File: config.mk
export PLATFORM = sky130hd
export DESIGN_NAME = bst_update_scheduler
export DESIGN_NICKNAME = d
export VERILOG_FILES = /design/src/rtl/bst_update_scheduler.sv
export SDC_FILE = /design/constraint.sdc
export NUM_CORES = 1
export LEC_CHECK = 0
export CELL_PAD_IN_SITES_DETAIL_PLACEMENT = 0
export CELL_PAD_IN_SITES_GLOBAL_PLACEMENT = 2
export CORE_AREA = 4 4 180 182
export CTS_CLUSTER_SIZE = 14
export DETAILED_ROUTE_END_ITERATION = 16
export DIE_AREA = 0 0 184 186
export DONT_BUFFER_PORTS = 1
export GPL_ROUTABILITY_DRIVEN = 0
export GPL_TIMING_DRIVEN = 0
export PLACE_DENSITY_LB_ADDON = 0.1
export REMOVE_ABC_BUFFERS = 1
export SYNTH_ARGS = -nofsm -noshare
export SYNTH_HDL_FRONTEND = slang
export SYNTH_SLANG_ARGS = --single-unit
File: constraint.sdc
create_clock -name clk -period 7.5 [get_ports clk]
set_input_delay 2.25 -clock clk [delete_from_list [all_inputs] [get_ports clk]]
set_output_delay 2.25 -clock clk [all_outputs]
set_load 0.02 [all_outputs]
File: src/rtl/bst_update_scheduler.sv
// bst_update_scheduler: funnels mispredict (B) and buffered resolve (A) updates into the BST write port and runs flush walks.
// Optional BST_COALESCE_EN: A merges into queued entries with the same index, B invalidates queued stale entries.
module bst_update_scheduler #(
  parameter int DEPTH = 4,
  parameter int BST_LENGTH = 16384,
  parameter int INDEX_W = 14
) (
  input  logic        clk,
  input  logic        rst_n,
  input  logic        a_valid,
  output logic        a_ready,
  input  logic [31:0] a_pc,
  input  logic [1:0]  a_status,
  input  logic [31:0] a_target,
  input  logic        b_valid,
  output logic        b_ready,
  input  logic [31:0] b_pc,
  input  logic [1:0]  b_status,
  input  logic [31:0] b_target,
  input  logic        flush_req,
  output logic        flush_busy,
  output logic        wr_en,
  output logic [31:0] wr_pc,
  output logic [1:0]  wr_status,
  output logic [31:0] wr_target
);
  localparam int PW = $clog2(DEPTH);
`ifdef BST_COALESCE_EN
  localparam bit COAL = 1'b1;
`else
  localparam bit COAL = 1'b0;
`endif
  typedef enum logic {IDLE, FLUSH} state_t;
  state_t state, state_nxt;
  logic [31:0] f_pc [DEPTH];
  logic [1:0] f_status [DEPTH];
  logic [31:0] f_target [DEPTH];
  logic [DEPTH-1:0] f_v;
  logic [PW-1:0] rd_ptr, wr_ptr, a_slot, slot;
  logic [PW:0] count;
  logic [INDEX_W:0] idx;
  logic idle, full, b_hs, a_hs, flush_go, pop, push, a_match, a_kill, walk_done;
  assign idle = state == IDLE;
  assign full = count == (PW+1)'(DEPTH);
  assign b_hs = b_valid && b_ready;
  assign a_hs = a_valid && a_ready;
  assign flush_go = idle && flush_req;
  assign pop = idle && !flush_go && !b_hs && count != '0;
  assign push = a_hs && !a_match && !flush_go;
  assign a_kill = COAL && b_hs && a_pc[INDEX_W:1] == b_pc[INDEX_W:1];
  assign walk_done = idx == (INDEX_W+1)'(BST_LENGTH);
  // Scan oldest to youngest so the youngest match wins; a head being popped this edge is not a merge target.
  always_comb begin
    a_match = 1'b0;
    a_slot = '0;
    slot = '0;
    for (int k = 0; k < DEPTH; k++) begin
      slot = rd_ptr + PW'(k);
      if (COAL && f_v[slot] && f_pc[slot][INDEX_W:1] == a_pc[INDEX_W:1] && !(pop && k == 0)) begin
        a_match = 1'b1;
        a_slot = slot;
      end
    end
  end
  always_ff @(posedge clk or negedge rst_n) begin
    if (!rst_n) state <= IDLE;
    else state <= state_nxt;
  end
  always_comb state_nxt = idle ? (flush_req ? FLUSH : IDLE) : (walk_done ? IDLE : FLUSH);
  always_comb begin
    a_ready = idle && (!full || a_match);
    b_ready = idle;
    flush_busy = !idle;
  end
  always_ff @(posedge clk or negedge rst_n) begin
    if (!rst_n) begin
      rd_ptr <= '0;
      wr_ptr <= '0;
      count <= '0;
      f_v <= '0;
    end else if (flush_go) begin
      rd_ptr <= '0;
      wr_ptr <= '0;
      count <= '0;
      f_v <= '0;
    end else if (idle) begin
      for (int k = 0; k < DEPTH; k++)
        if (COAL && b_hs && f_pc[k][INDEX_W:1] == b_pc[INDEX_W:1]) f_v[k] <= 1'b0;
      if (pop) f_v[rd_ptr] <= 1'b0;
      if (push) f_v[wr_ptr] <= !a_kill;
      if (a_hs && a_match) f_v[a_slot] <= !a_kill;
      rd_ptr <= rd_ptr + PW'(pop);
      wr_ptr <= wr_ptr + PW'(push);
      count <= count + (PW+1)'(push) - (PW+1)'(pop);
    end
  end
  always_ff @(posedge clk) begin
    if (a_hs) begin
      f_pc[a_match ? a_slot : wr_ptr] <= a_pc;
      f_status[a_match ? a_slot : wr_ptr] <= a_status;
      f_target[a_match ? a_slot : wr_ptr] <= a_target;
    end
  end
  always_ff @(posedge clk or negedge rst_n) begin
    if (!rst_n) begin
      wr_en <= 1'b0;
      wr_pc <= '0;
      wr_status <= '0;
      wr_target <= '0;
      idx <= '0;
    end else if (!idle) begin
      wr_en <= !walk_done;
      idx <= walk_done ? '0 : idx + (INDEX_W+1)'(1);
      if (!walk_done) begin
        wr_pc <= 32'(idx[INDEX_W-1:0]);
        wr_status <= '0;
        wr_target <= '0;
      end
    end else if (b_hs) begin
      wr_en <= 1'b1;
      wr_pc <= b_pc;
      wr_status <= b_status;
      wr_target <= b_target;
    end else if (pop && f_v[rd_ptr]) begin
      wr_en <= 1'b1;
      wr_pc <= f_pc[rd_ptr];
      wr_status <= f_status[rd_ptr];
      wr_target <= f_target[rd_ptr];
    end else begin
      wr_en <= 1'b0;
    end
  end
endmodule

==> results.yml, run 1 <==
layout:
  drive_gt1_frac: 0.200
  diodes: 0
  area_growth_pct: 13.1
  final_cell_mix: "edfxtp_1 (264), dfrtp_1 (91), mux2i_1 (79), mux4_2 (55), clkbuf_16 (39)"
  fillCellCount: 2454
  final_common_cell: "edfxtp_1"
  fin_nets: 925
clock_tree:
  cts.htree.levels: 2
  cts_tree: "built"
  numCtsBuffers: 37
  postCtsHoldBufs: 0
  path_clk_slew_ns: 0.06
  cts.sinks: 358
  clk_latency_ns: 0.50
  cts-root-buf: "clkbuf_16"
  clock_path_buffers: 3
  cts_setup_buffers: 0
  cts_resized: 0
sta:
  finalSetupTns_ns: 0
  drv_slew: 0
  finalHoldViolCount: 0
  relSlewSlack: 0.333
  tightest_slew_ns: 0.996
  fin_crit_ns: 4.22
  whs_ns: 0.519
  setup_viol: 0
  max_freq_ghz: 0.237
  fin_skew_ns: 0.0101
  grt_setup_unrepaired: "false"
  period_share: 0.563
floorplanning:
  core_um2: 30600
  die_x_um: 184
  die_y_um: 186
  fp.dieArea_um2: 34200
  core.rowCount: 64
  io_pins: 207
  initial_core_util: 0.468
power_and_ir_drop:
  ir_drop_uv: 157
  swShare: 0.179
  p_clk_frac: 0.460
  p_switching_uw: 712
  p_leak_uw: 0.00602
  seqPwrFrac: 0.536
  p_comb_frac: 0.005
  internal-power_uw: 3270
  power_density_nw_per_um2: 246
detailed_routing:
  first_pass_iters: 4
  post-route-drc-count: 0
  via_count: 7016
  vias_per_cell: 5.82
  postRouteAntennaNets: 0
  initialDrtViolationCount: 381
  wl_um: 30000
  wl_per_cell_um: 24.9
synthesis:
  ys_warn_count: 0
  ys_types: 42
  syn_area_per_cell_um2: 18.6
  netlist_instances: 769
  seq_area_frac_synth: 0.718
  synth_seq_cells: 358
  synthesis.area_um2: 14300
global_routing:
  grt_use_total: 0.175
  grt_max_degree: 95
  grt_pass1_vias: 7649
  grt_pass1_wl_um: 45800
  grt_overflow: 0
  antenna_found_initial: 0
critical_path:
  start_kind: "input pin"
  required_ns: 7.70
  critPathMaxFanout: 10
  endpoint_kind: "flip-flop"
  arrival_ns: 4.43
  path_class: "in -> reg"
placement:
  port_buffers: 0
  dp_hpwl_um: 19500
job:
  drv_cap: 0
status:
  outcome: "finished, final reports clean"
min_path:
  hold_class: "reg -> reg"
critical path: stages:
cell     delay [ns]
nand3_1        0.30
nor3_2         0.87
buf_8          0.24
buf_8          0.16
buf_4          0.21
buf_6          0.16
buf_4          0.21
state kept, by name (all words and copies together) (netlist names), 3 cells and up:
register   cells
count          3
f_pc         128
f_status       8
f_target     128
f_v            4
idx           15
wr_pc         32
wr_target     32
power groups by stage:
stage / registers [uW] / logic, uW / clock network (uW)
finish: 2130 / 17.9 / 1830
global route: 2130 / 19.6 / 1970
CTS: 2130 / 18.2 / 1880
detailed placement: 2170 / 18.3 / 0
global placement: 2170 / 17.5 / 0
floorplan: 2170 / 16.6 / 0
final cells by class:
| cell class | count | area [um2] | area share |
|---|---|---|---|
| sequential | 358 | 10300 | 0.635 |
| tap | 396 | 495 | 0.0306 |
| clock inverter | 13 | 139 | 0.00857 |
| multi-input combinational | 351 | 3770 | 0.233 |
| clock buffer | 55 | 1110 | 0.0683 |
| timing repair buffer | 20 | 345 | 0.0213 |
| inverter | 13 | 48.8 | 0.00301 |
layer usage:
layer | GRT usage | routed length [um] | vias up
li1 | - | - | 3132
met1 | 0.216 | 11900 | 3646
met2 | 0.304 | 15400 | 195
met3 | 0.0577 | 2140 | 43
met4 | 0.0382 | 518 | 0
met5 | 0 | 0 | -
cells in the mapped netlist (all sizes together):
cell type  count  area share
edfxtp       264        0.55
dfrtp         94        0.16
mux2i         79       0.055
mux4          55       0.087
o2bb2ai       48       0.038
buf           26       0.012
clkbuf        21      0.0055
nor2          19      0.0050
a21oi         18      0.0066
nand2b        15      0.0066
o21ai         14      0.0057
inv           13      0.0034
a32o          12      0.0084
o221ai        12      0.0073
nand2         10      0.0026
nand3         10      0.0035
xnor2          9      0.0055
ha             6      0.0052
nand4          6      0.0026
xor2           5      0.0031
a22o           4      0.0024
a41oi          4      0.0024
mux2           4      0.0031
and4           3      0.0018
nor3           3      0.0010
and3           2     0.00087
nor4           2     0.00087
nor4b          2      0.0012
o31ai          2      0.0010
or2            2     0.00087
a31o           1      0.0012
fa             1      0.0014
nor2b          1     0.00044
o22ai          1     0.00044
or3            1     0.00044
logic make-up after synthesis:
kind of cell / count (synthesis) / synth area share
compound gates: 116 / 0.0732
simple gates: 76 / 0.0279
buf+inv: 60 / 0.0210
flops: 358 / 0.718
mux: 138 / 0.145
xor+xnor: 14 / 0.00856
fa+ha+maj: 7 / 0.00664
per-stage QoR:
| stage | setup WS [ns] | instances | power (uW) | cell area [um2] | utilization |
|---|---|---|---|---|---|
| finish | 3.28 | 1206 | 3980 | 16200 | 0.530 |
| global route | 3.17 | 1206 | 4120 | 16200 | 0.530 |
| CTS | 3.29 | 1206 | 4030 | 16200 | 0.530 |
| detailed placement | 2.75 | 1138 | 2190 | 15000 | 0.489 |
| global placement | -4.34 | 1118 | 2190 | 14600 | 0.476 |
| floorplan | 0.0381 | 722 | 2190 | 14100 | - |
path summary, 6_finish.rpt:
path                                 start           to  slack, ns  cells past startpoint
worst max-delay path               a_valid  f_pc[0][17]       3.28                      7
min in group asynchronous            rst_n        wr_en       1.44                      0
worst max register to register  flush_busy  f_pc[0][17]       3.68                      9
max in group asynchronous            rst_n   flush_busy       5.86                      0
worst min register to register     idx[13]      idx[13]       0.52                      1
worst min-delay path               idx[13]      idx[13]       0.52                      1
Note: power is estimated with default switching activity, not from simulation.
==> run 2, diff against run 1 <==
--- a/config.mk
+++ b/config.mk
@@ -7,10 +7,10 @@
 export LEC_CHECK = 0
 export CELL_PAD_IN_SITES_DETAIL_PLACEMENT = 0
 export CELL_PAD_IN_SITES_GLOBAL_PLACEMENT = 2
-export CORE_AREA = 4 4 180 182
+export CORE_AREA = 4 4 190 192
 export CTS_CLUSTER_SIZE = 14
 export DETAILED_ROUTE_END_ITERATION = 16
-export DIE_AREA = 0 0 184 186
+export DIE_AREA = 0 0 194 196
 export DONT_BUFFER_PORTS = 1
 export GPL_ROUTABILITY_DRIVEN = 0
 export GPL_TIMING_DRIVEN = 0
==> constraint.sdc (replaced) <==
create_clock -name clk -period 3.7 [get_ports clk]
set_input_delay 1.11 -clock clk [delete_from_list [all_inputs] [get_ports clk]]
set_output_delay 1.11 -clock clk [all_outputs]
set_load 0.02 [all_outputs]
==> run 2 against run 1 <==
Global-route usage down 1.0 points. Register-to-register slack worse by 3.2 ns. Die area up 11%. Worst setup slack worse by 2.8 ns. Sequential power up 100%. Sequential share of layout area down 0.73 points. First-iteration DRC count down 6.0%. Final cell count up 5.5%.
==> results.yml, run 2 (synthesis results as in run 1) <==
layout:
  top_regs: "f_pc: 128 flops, f_target: 128 flops"
  final_cell_mix: "edfxtp_1 (264), dfrtp_1 (91), mux2i_1 (79), mux4_2 (55), clkbuf_16 (39)"
  area_growth_pct: 14.4
  multi_input_area_um2: 3770
  final_common_cell: "edfxtp_1"
  fillCellCount: 2939
  regArea_um2: 10300
  diodes: 0
  drive_gt1_frac: 0.203
  fin_nets: 931
  final_util: 0.477
detailed_routing:
  wl_um: 31800
  initialDrtViolationCount: 358
  post-route-drc-count: 0
  vias_per_cell: 5.56
  postRouteAntennaNets: 0
  first_pass_iters: 4
  wl_per_cell_um: 25.0
  via_count: 7067
sta:
  fin_skew_ns: 0.0112
  setup_viol: 0
  fin_crit_ns: 3.25
  period_share: 0.877
  drv_slew: 0
  finalWorstSetupSlack_ns: 0.454
  grt_setup_unrepaired: "false"
  whs_ns: 0.285
  relSlewSlack: 0.487
  tightest_slew_ns: 0.766
  finalHoldViolCount: 0
  max_freq_ghz: 0.308
critical_path:
  cp-startpoint: "flush_busy"
  cp_cell_sequence: "inv_1 -> nand4_1 -> ha_1 -> inv_1 -> ha_1 -> inv_1 -> fa_1 -> xnor2_1 -> nor3_1 -> a21oi_1 -> o21ai_0"
  cp_common_cell: "inv_1"
  cpPeakStageDelay_ns: 0.67
  reg2reg_slack_ns: 0.45
  timing.rr.end: "count[2]"
  start_kind: "flip-flop"
  arrival_ns: 3.64
  reg2reg_depth: 11
  reg2reg_from: "flush_busy"
  required_ns: 4.09
  endpoint_kind: "flip-flop"
  critPathMaxFanout: 34
  path_class: "reg -> reg"
  critical_path.slowest_cell: "dfrtp_2"
clock_tree:
  clk_latency_ns: 0.52
  cts_resized: 0
  cts-root-buf: "clkbuf_16"
  cts.htree.levels: 2
  numCtsBuffers: 38
  clock_path_buffers: 3
  cts.sinks: 358
  cts_tree: "built"
  postCtsHoldBufs: 0
  cts_setup_buffers: 0
  path_clk_slew_ns: 0.06
floorplanning:
  core.rowCount: 68
  io_pins: 207
  fp.dieArea_um2: 38000
  die_x_um: 194
  initial_core_util: 0.417
  core_um2: 34400
  die_y_um: 196
placement:
  port_buffers: 0
  dp_hpwl_um: 21200
  dp_slack_ns: 0.280
global_routing:
  grt_pass1_wl_um: 48200
  grt_overflow: 0
  grt_max_degree: 95
  grt_pass1_vias: 7743
  grt_use_total: 0.165
  antenna_found_initial: 0
power_and_ir_drop:
  power_uw: 8080
  power_density_nw_per_um2: 493
  p_leak_uw: 0.00605
  ir_drop_uv: 407
job:
  drv_cap: 0
min_path:
  hold_class: "in -> async"
status:
  outcome: "finished, final reports clean"
==> run 2: cell count changes in the layout (fill, tap and decap cells not counted), sizes merged <==
cell,delta
buf,+5
clkinvlp,+3
clkbuf,-2
clkinv,+2
inv,-1
==> run 2: worst max-delay path, delay by kind of cell (launching register included) <==
family | cells | cell delay, ns
fa+ha+maj | 3 | 0.90
compound gates | 2 | 0.26
flops | 1 | 0.67
buf+inv | 3 | 0.61
xor+xnor | 1 | 0.22
simple gates | 2 | 0.46
==> run 2: routing by layer <==
| layer | vias to the layer above | GRT usage | share of wire |
|---|---|---|---|
| li1 | 3138 | - | - |
| met1 | 3699 | 0.199 | 0.39 |
| met2 | 177 | 0.290 | 0.52 |
| met3 | 53 | 0.0519 | 0.072 |
| met4 | 0 | 0.0411 | 0.021 |
| met5 | - | 0 | 0 |
==> run 2: worst max path at each step <==
stage | to | slack [ns]
CTS | count[2] | 0.43
detailed placement | count[2] | 0.28
floorplan | f_pc[0][0] | -3.02
global route | count[2] | 0.17
global placement | f_pc[0][19] | -8.38
finish | count[2] | 0.45
==> run 2: layout make-up <==
type                            count  area share
Timing Repair Buffer               25      0.0283
Clock inverter                     17      0.0112
Tap cell                          455      0.0347
Sequential cell                   358       0.628
Multi-Input combinational cell    351       0.230
Clock buffer                       53      0.0646
Inverter                           13     0.00298
==> run 2: through the flow <==
step	cells	instance area (um2)	TNS, ns
after floorplan	722	14100	-549.17
after global placement	1177	14600	-1791.96
after detailed placement	1202	15100	0
after CTS	1272	16400	0
after global routing	1272	16400	0
final	1272	16400	0
==> run 2: power by group <==
group	switching [uW]	internal, uW	leakage, uW	total, uW
clock	1500	2220	0.000595	3730
combinational	13.3	23.2	0.00183	36.5
sequential	0	4320	0.00362	4320
total	1520	6560	0.00605	8080
==> run 3, diff against run 2 <==
--- a/config.mk
+++ b/config.mk
@@ -15,7 +15,7 @@
 export GPL_ROUTABILITY_DRIVEN = 0
 export GPL_TIMING_DRIVEN = 0
 export PLACE_DENSITY_LB_ADDON = 0.1
-export REMOVE_ABC_BUFFERS = 1
+export RECOVER_POWER = 50
 export SYNTH_ARGS = -nofsm -noshare
 export SYNTH_HDL_FRONTEND = slang
 export SYNTH_SLANG_ARGS = --single-unit
==> run 3 against run 2 <==
Hold slack better by 0.0085 ns. Core utilization is 0.36 points higher. Critical path depth is 8 lower. Cell area is 0.76% higher. Final cell count is 2.7% higher. Maximum frequency is 1.4% lower. Global-route usage is 0.75 points higher. Worst setup slack worse by 0.046 ns. Sequential share of layout area is 0.53 points lower. Clock power is 2% higher. Critical path type is now reg -> out. First-iteration DRC count is 13% lower. Power is 1.5% higher.
==> results.yml, run 3 (synthesis results as in run 1) <==
global_routing:
  grt_pass1_vias: 7882
  grt_use_total: 0.172
  grt_max_degree: 95
  antenna_found_initial: 0
  grt_overflow: 0
  grt_pass1_wl_um: 50400
sta:
  setup_viol: 0
  relSlewSlack: 0.412
  fin_crit_ns: 3.29
  fin_skew_ns: 0.0113
  finalHoldViolCount: 0
  period_share: 0.890
  whs_ns: 0.294
  max_freq_ghz: 0.304
  grt_setup_unrepaired: "false"
  drv_slew: 0
  tightest_slew_ns: 0.883
clock_tree:
  cts.sinks: 358
  clk_latency_ns: 0.51
  cts_tree: "built"
  cts-root-buf: "clkbuf_16"
  clock_path_buffers: 3
  numCtsBuffers: 38
  cts.htree.levels: 2
  path_clk_slew_ns: 0.06
  cts_setup_buffers: 0
layout:
  stdcell_area_um2: 16500
  final_util: 0.480
  area_growth_pct: 15.3
  final_common_cell: "edfxtp_1"
  diodes: 0
  top_regs: "f_pc: 128 flops, f_target: 128 flops"
  final_cell_mix: "edfxtp_1 (264), dfrtp_1 (94), mux2i_1 (79), mux4_2 (55), clkbuf_16 (41)"
  fin_nets: 966
  drive_gt1_frac: 0.216
  final_cells: 1306
floorplanning:
  core_um2: 34400
  die_x_um: 194
  io_pins: 207
  initial_core_util: 0.417
  core.rowCount: 68
  fp.dieArea_um2: 38000
  die_y_um: 196
job:
  drv_cap: 0
placement:
  port_buffers: 0
  placed_area_um2: 15200
  dp_hpwl_um: 22900
  dp_cells: 1238
detailed_routing:
  initialDrtViolationCount: 312
  via_count: 7234
  postRouteAntennaNets: 0
  first_pass_iters: 4
  post-route-drc-count: 0
  wl_per_cell_um: 25.4
  vias_per_cell: 5.54
  wl_um: 33200
critical_path:
  cp_cell_sequence: "clkbuf_1 -> clkbuf_2 -> a21oi_1"
  cpPeakStageDelay_ns: 0.53
  start_kind: "flip-flop"
  critPathMaxFanout: 19
  reg2reg_depth: 11
  required_ns: 2.59
  path_class: "reg -> out"
  critical_path.slowest_cell: "a21oi_1"
  arrival_ns: 2.18
  endpoint_kind: "primary output"
synthesis:
  syn_nets: 913
min_path:
  hold_class: "in -> async"
power_and_ir_drop:
  p_leak_uw: 0.00613
  power_uw: 8200
  ir_drop_uv: 285
  power_density_nw_per_um2: 497
status:
  outcome: "finished, final reports clean"
-- run 3: final timing paths --
check	endpoint	slack (ns)	from
setup reg to reg	count[2]	0.75	flush_busy
max in group asynchronous	wr_target[4]	3.24	rst_n
setup / recovery	a_ready	0.41	flush_busy
hold / removal	idx[6]	0.29	rst_n
min in group clk	f_v[2]	0.53	f_v[2]
hold reg to reg	f_v[2]	0.53	f_v[2]
-- run 3: layout make-up --
cell class,count,area (um2)
Fill cell,2903,17900
Sequential cell,358,10300
Multi-Input combinational cell,351,3770
Clock buffer,57,1180
Tap cell,455,569
Timing Repair Buffer,14,303
Buffer,46,249
Clock inverter,12,113
Inverter,13,48.8
-- run 3: metal layers --
layer | GRT usage | vias to the layer above | part of all wire
li1 | - | 3203 | -
met1 | 0.216 | 3809 | 0.40
met2 | 0.290 | 187 | 0.50
met3 | 0.0663 | 35 | 0.083
met4 | 0.0331 | 0 | 0.012
met5 | 0 | - | 0
-- run 3: repair_timing --
item,4_1_cts,5_1_grt
gates resized for setup,1,0
pin swaps,0,0
setup endpoints to repair,1,1
hold buffers,0,0
-- run 3: power by group --
part / switching [uW] / internal [uW]
registers: 0 / 4320
clock network: 1480 / 2340
logic: 34.9 / 26.0
-- run 3: critical path, delay by kind of cell (launching register included) --
| family | cells | cell delay (ns) |
|---|---|---|
| flops | 1 | 0.52 |
| compound gates | 1 | 0.53 |
| buf+inv | 2 | 0.62 |
-- run 3: per-stage QoR --
| stage | setup slack [ns] | TNS (ns) |
|---|---|---|
| final | 0.407 | 0 |
| after CTS | 0.0920 | 0 |
| after detailed placement | 0.316 | 0 |
| after floorplan | -0.846 | -206.78 |
| after global placement | -3.51 | -894.28 |
| after global routing | 0.211 | 0 |
